File: src/rtl/mfp_ahb_loader_arbiter.sv
// mfp_ahb_loader_arbiter: AHB-Lite arbiter between the CPU and the SREC loader, handing over only at transfer boundaries
module mfp_ahb_loader_arbiter #(
    parameter int          FIFO_DEPTH = 16,
    parameter int          MERGE_EN   = 1,
    parameter logic [31:0] WIN_BASE   = 32'h0000_0000,
    parameter logic [31:0] WIN_MASK   = 32'h0000_0000,
    parameter int          CNT_W      = 16
) (
    input  logic             HCLK,
    input  logic             HRESETn,
    input  logic             big_endian,
    input  logic             ld_active,
    input  logic [31:0]      ld_address,
    input  logic [7:0]       ld_byte,
    input  logic             ld_we,
    output logic             ld_full,
    input  logic [31:0]      m_HADDR,
    input  logic [2:0]       m_HBURST,
    input  logic             m_HMASTLOCK,
    input  logic [3:0]       m_HPROT,
    input  logic [2:0]       m_HSIZE,
    input  logic [1:0]       m_HTRANS,
    input  logic [31:0]      m_HWDATA,
    input  logic             m_HWRITE,
    output logic [31:0]      m_HRDATA,
    output logic             m_HREADY,
    output logic             m_HRESP,
    output logic [31:0]      s_HADDR,
    output logic [2:0]       s_HBURST,
    output logic             s_HMASTLOCK,
    output logic [3:0]       s_HPROT,
    output logic [2:0]       s_HSIZE,
    output logic [1:0]       s_HTRANS,
    output logic [31:0]      s_HWDATA,
    output logic             s_HWRITE,
    input  logic [31:0]      s_HRDATA,
    input  logic             s_HREADY,
    input  logic             s_HRESP,
    output logic             loader_owner,
    output logic [CNT_W-1:0] wr_count,
    output logic [CNT_W-1:0] drop_count,
    output logic [CNT_W-1:0] err_count
);
    localparam int AW = $clog2(FIFO_DEPTH);
    typedef enum logic [1:0] {CPU, LOAD, REPLAY} state_t;
    state_t        state, nxt;
    logic [31:0]   f_addr [FIFO_DEPTH];
    logic [7:0]    f_data [FIFO_DEPTH];
    logic [AW-1:0] wr_ptr, rd_ptr;
    logic [AW:0]   count, pop_n;
    logic [31:0]   cap_haddr, wdata_q, wdata_n, a0, a1, a2, a3;
    logic [7:0]    d0, d1, d2, d3;
    logic [2:0]    cap_hburst, cap_hsize;
    logic [3:0]    cap_hprot;
    logic [1:0]    cap_htrans;
    logic          cap_hmastlock, cap_hwrite, pend, push, go, merge, empty, grab;

    assign empty        = count == '0;
    assign ld_full      = count == (AW+1)'(FIFO_DEPTH);
    assign push         = ld_we && ((ld_address & WIN_MASK) == (WIN_BASE & WIN_MASK)) && !ld_full;
    assign a0           = f_addr[rd_ptr];
    assign a1           = f_addr[rd_ptr + AW'(1)];
    assign a2           = f_addr[rd_ptr + AW'(2)];
    assign a3           = f_addr[rd_ptr + AW'(3)];
    assign d0           = f_data[rd_ptr];
    assign d1           = f_data[rd_ptr + AW'(1)];
    assign d2           = f_data[rd_ptr + AW'(2)];
    assign d3           = f_data[rd_ptr + AW'(3)];
    assign merge        = (MERGE_EN != 0) && count >= (AW+1)'(4) && a0[1:0] == 2'b00 &&
                          a1 == a0 + 32'd1 && a2 == a0 + 32'd2 && a3 == a0 + 32'd3;
    assign wdata_n      = merge ? (big_endian ? {d0, d1, d2, d3} : {d3, d2, d1, d0}) : {4{d0}};
    assign go           = state == LOAD && !pend && !empty && s_HREADY;
    assign pop_n        = go ? (merge ? (AW+1)'(4) : (AW+1)'(1)) : '0;
    assign grab         = state == CPU && ld_active && s_HREADY;
    assign loader_owner = state == LOAD;

    // FIFO storage; contents need no reset because the pointers define validity
    always_ff @(posedge HCLK)
        if (push) begin
            f_addr[wr_ptr] <= ld_address;
            f_data[wr_ptr] <= ld_byte;
        end

    // ownership state and the CPU address phase caught at handover
    always_ff @(posedge HCLK or negedge HRESETn)
        if (!HRESETn) begin
            state         <= CPU;
            cap_haddr     <= '0;
            cap_hburst    <= '0;
            cap_hmastlock <= 1'b0;
            cap_hprot     <= '0;
            cap_hsize     <= '0;
            cap_htrans    <= '0;
            cap_hwrite    <= 1'b0;
        end else begin
            state <= nxt;
            if (grab) begin
                cap_haddr     <= m_HADDR;
                cap_hburst    <= m_HBURST;
                cap_hmastlock <= m_HMASTLOCK;
                cap_hprot     <= m_HPROT;
                cap_hsize     <= m_HSIZE;
                cap_htrans    <= m_HTRANS;
                cap_hwrite    <= m_HWRITE;
            end
        end

    // FIFO pointers; a full FIFO rejects the push even when a pop happens the same cycle
    always_ff @(posedge HCLK or negedge HRESETn)
        if (!HRESETn) begin
            wr_ptr <= '0;
            rd_ptr <= '0;
            count  <= '0;
        end else begin
            if (push) wr_ptr <= wr_ptr + AW'(1);
            rd_ptr <= rd_ptr + pop_n[AW-1:0];
            count  <= count + (AW+1)'(push) - pop_n;
        end

    // loader data phase tracking and saturating status counters
    always_ff @(posedge HCLK or negedge HRESETn)
        if (!HRESETn) begin
            pend       <= 1'b0;
            wdata_q    <= '0;
            wr_count   <= '0;
            drop_count <= '0;
            err_count  <= '0;
        end else begin
            if (go) begin
                pend    <= 1'b1;
                wdata_q <= wdata_n;
            end else if (pend && s_HREADY) pend <= 1'b0;
            if (pend && s_HREADY && ~&wr_count) wr_count <= wr_count + CNT_W'(1);
            if (pend && s_HREADY && s_HRESP && ~&err_count) err_count <= err_count + CNT_W'(1);
            if (ld_we && !push && ~&drop_count) drop_count <= drop_count + CNT_W'(1);
        end

    // bus steering and next ownership state
    always_comb begin
        nxt         = state;
        s_HADDR     = m_HADDR;
        s_HBURST    = m_HBURST;
        s_HMASTLOCK = m_HMASTLOCK;
        s_HPROT     = m_HPROT;
        s_HSIZE     = m_HSIZE;
        s_HTRANS    = m_HTRANS;
        s_HWDATA    = m_HWDATA;
        s_HWRITE    = m_HWRITE;
        m_HRDATA    = s_HRDATA;
        m_HREADY    = s_HREADY;
        m_HRESP     = s_HRESP;
        case (state)
            CPU: if (grab) begin
                s_HTRANS = 2'b00;
                nxt      = LOAD;
            end
            LOAD: begin
                m_HREADY    = 1'b0;
                m_HRESP     = 1'b0;
                s_HADDR     = a0;
                s_HBURST    = 3'b000;
                s_HMASTLOCK = 1'b0;
                s_HPROT     = 4'b0011;
                s_HSIZE     = merge ? 3'd2 : 3'd0;
                s_HTRANS    = (!pend && !empty) ? 2'b10 : 2'b00;
                s_HWDATA    = wdata_q;
                s_HWRITE    = 1'b1;
                if (!ld_active && empty && !pend) nxt = cap_htrans[1] ? REPLAY : CPU;
            end
            REPLAY: begin
                m_HREADY    = 1'b0;
                m_HRESP     = 1'b0;
                s_HADDR     = cap_haddr;
                s_HBURST    = cap_hburst;
                s_HMASTLOCK = cap_hmastlock;
                s_HPROT     = cap_hprot;
                s_HSIZE     = cap_hsize;
                s_HTRANS    = cap_htrans;
                s_HWRITE    = cap_hwrite;
                if (s_HREADY) nxt = CPU;
            end
            default: nxt = CPU;
        endcase
    end
endmodule

File: config.mk
export PLATFORM = sky130hd
export DESIGN_NAME = mfp_ahb_loader_arbiter
export DESIGN_NICKNAME = d
export VERILOG_FILES = /design/src/rtl/mfp_ahb_loader_arbiter.sv
export SDC_FILE = /design/constraint.sdc
export NUM_CORES = 2
export LEC_CHECK = 0
export BUFFER_PORTS_ARGS = -buffer_cell sky130_fd_sc_hd__buf_4
export CAP_MARGIN = 20
export CORE_ASPECT_RATIO = 0.75
export CORE_MARGIN = 5
export CORE_UTILIZATION = 49
export DETAILED_ROUTE_END_ITERATION = 10
export GPL_TIMING_DRIVEN = 0
export PLACE_DENSITY = 0.68
export SLEW_MARGIN = 20
export SYNTH_ARGS = -nofsm -noshare
export SYNTH_HDL_FRONTEND = slang
export SYNTH_SLANG_ARGS = --single-unit
File: constraint.sdc
create_clock -name HCLK -period 15.2 [get_ports HCLK]
set_input_delay 2.28 -clock HCLK [delete_from_list [all_inputs] [get_ports HCLK]]
set_output_delay 2.28 -clock HCLK [all_outputs]
set_load 0.01 [all_outputs]
==> results.cfg <==
[run_status]
outcome = completed

[drt]
drtIter0Drc = 7458
routed_wl_mm = 227
drtPass1Iterations = 7
ant_nets = 0
vias = 40757
post_drt_via_cell_ratio = 7.59
drc = 0
wl_per_cell_um = 42.3

[synthesis]
ys_seq_area_share_pct = 44.4
ys.flop_type = edfxtp_1
syn_avg_cell_area_um2 = 14.9
ys_types = 93
syn_inst = 3437
synth_seq_cells = 782
syn_nets = 3626
ys_warn_count = 0
syn-cell-area_um2 = 51300
synth_edf_count = 640
ys_async_sr_fraction_pct = 18.2

[worst_setup_path]
path_delay_family = buffers and inverters
timing.rr.start = rd_ptr[0]$_DFF_PN0_
cp-end-kind = primary output
crit_slowest_cell = buf_2
critPathLaunch = rd_ptr[0]$_DFF_PN0_
start_kind = flop
critical_path_class = reg2out
worstRegToRegCells = 38
cp.depth = 29
slowest_delay_ps = 820
required_ps = 12920
crit_buf_inv = 19
worstPathMaxFanout = 11
crit_path_frequent_cell = buf_2
worstPathArrival_ps = 12260

[floorplan]
chipWidth_um = 384
ios = 319
core_um2 = 104000
die_h_um = 290
row_count = 102
start_util_pct = 49.5
die_area_um2 = 111000

[clock_tree]
cts.clk_slew.worst_paths_ps = 70
clockBufferDepth = 3
clk_latency_ps = 720
cts-root-buf = clkbuf_16
post_cts_buffers = 0
numCtsBuffers = 81
htree_levels = 3
cts_hold_buf = 0
cts_tree = done
cts.sink_count = 782
cts_resized = 0

[hold_path]
worstHoldPathCells = 2
hold_start = cap_hburst[1]$_DFFE_PN0P_
hold_class = reg2reg

[sta]
min_period_ps = 14540
rsz0062_at_grt = false
setup_violations = 0
fmax_ghz = 0.0688
finClkSkew_ps = 54.9
finalHoldViolations = 0
tns_ps = 0
slew_headroom_pct = 13.3
worstMarginPinSlew_ps = 1260
final_max_slew_viol_count = 0
finalCritPeriodShare_pct = 95.7

[global_route]
antenna_found_initial = 19
gr-total-overflow = 0
grt_use_total_pct = 40.0
grt_pass1_wl_mm = 309
grt_pass1_vias = 37788
grt_max_degree = 89

[cells_and_area]
final_common_cell = mux4_2
mostFrequentLayoutCells = mux4_2 (673), edfxtp_1 (640), buf_4 (393), nand2_1 (218), mux2i_1 (192)
layout.nets = 4079
fillers = 8113
drive_gt1_share_pct = 38.0
area_delta_synth_final_pct = 16.0

[place]
port_buffers = 285
finalWeightedCongestion = 1.10
dp_hpwl_mm = 175

[run]
max_cap_viol_count = 0
## state kept, by name, summed over array words and instances (netlist names), 3 cells and up
signal      flops
count           5
cap_hsize       3
wr_count       16
drop_count     16
f_addr        512
cap_hburst      3
cap_haddr      32
err_count      16
rd_ptr          4
wdata_q        32
f_data        128
cap_hprot       4
wr_ptr          4
## worst min-delay path, cell delays in order, from the launching register on
cell	delay (ps)
dfrtp_1	340
nand2_1	50
o21ai_0	60
## through the flow
stage          setup slack (ps)  instance area (um2)  utilization [%]  hold WS (ps)  instances
2_1_floorplan              6070                51300                -           450       3437
3_3_place_gp                833                55200             53.3           465       5126
3_5_place_dp               1940                56700             54.7           472       5209
4_1_cts                    1190                59400             57.3           485       5357
5_1_grt                     601                59500             57.4           506       5363
6_report                    661                59500             57.4           484       5373
## per-layer routing
layer	part of all wire [%]	wire (um)	GRT usage [%]	vias to the layer above
li1	-	-	-	15137
met1	36	80700	52.4	20724
met2	39	88700	51.9	4183
met3	20	45700	27.1	685
met4	4.9	11100	14.6	28
met5	0.46	1050	2.93	-
## cells in the mapped netlist, types with 7 or more instances
master / n / area share, %
a211oi_1: 35 / 0.51
a21oi_1: 84 / 0.82
a22oi_1: 50 / 0.73
a31oi_1: 22 / 0.27
and2_1: 32 / 0.39
and3_1: 21 / 0.26
and4_1: 11 / 0.19
buf_1: 46 / 0.34
buf_2: 47 / 0.46
buf_4: 78 / 1.1
buf_6: 17 / 0.37
clkbuf_1: 105 / 0.77
dfrtp_1: 142 / 6.9
edfxtp_1: 640 / 37
ha_1: 31 / 0.76
inv_1: 48 / 0.35
mux2_2: 109 / 2.4
mux2i_1: 200 / 3.9
mux4_2: 673 / 30
nand2_1: 218 / 1.6
nand2b_1: 11 / 0.13
nand3_1: 95 / 0.93
nand4_1: 34 / 0.41
nand4b_1: 8 / 0.14
nor2_1: 141 / 1.0
nor2b_1: 22 / 0.27
nor3_1: 32 / 0.31
nor3b_1: 9 / 0.13
nor4_1: 18 / 0.22
o211a_1: 11 / 0.21
o211ai_1: 16 / 0.23
o21a_1: 7 / 0.10
o21ai_0: 56 / 0.55
o22ai_1: 28 / 0.34
o311ai_1: 14 / 0.24
o31ai_1: 7 / 0.10
or2_2: 9 / 0.11
or3_1: 25 / 0.30
or4_1: 8 / 0.12
xnor2_1: 113 / 1.9
xor2_1: 57 / 0.97
## logic make-up after synthesis
group,share of synthesized area [%]
multiplexers,35.8
AO/OA/AOI/OAI,5.30
adder cells (fa/ha/maj),0.795
AND/OR/NAND/NOR,7.05
XOR/XNOR,2.99
flip-flops,44.4
buffers and inverters,3.64
## layout make-up
class                      instances  area (um2)  share of cell area (%)
antenna                           14        35.0                  0.0589
clock inverter                    42         497                   0.835
clock buffer                     106        2180                    3.67
buffer                           298        1700                    2.86
inverter                          51         191                   0.322
multi-input combinational       2306       26900                    45.2
sequential                       782       22800                    38.3
timing repair buffer             370        3460                    5.82
tap                             1404        1760                    2.95
## worst paths after layout
path | endpoint | slack, ps
max | s_HSIZE[1] | 660
min | cap_hburst[1]$_DFFE_PN0P_ | 480
max reg2reg | count[4]$_DFF_PN0_ | 2180
min reg2reg | cap_hburst[1]$_DFFE_PN0P_ | 480
max in group asynchronous | wdata_q[16]$_DFFE_PN0P_ | 12870
min in group asynchronous | err_count[6]$_DFFE_PN0P_ | 1520
Power is not shown: default switching activity piles up to over one toggle a cycle in this logic, so the estimate is an artifact.
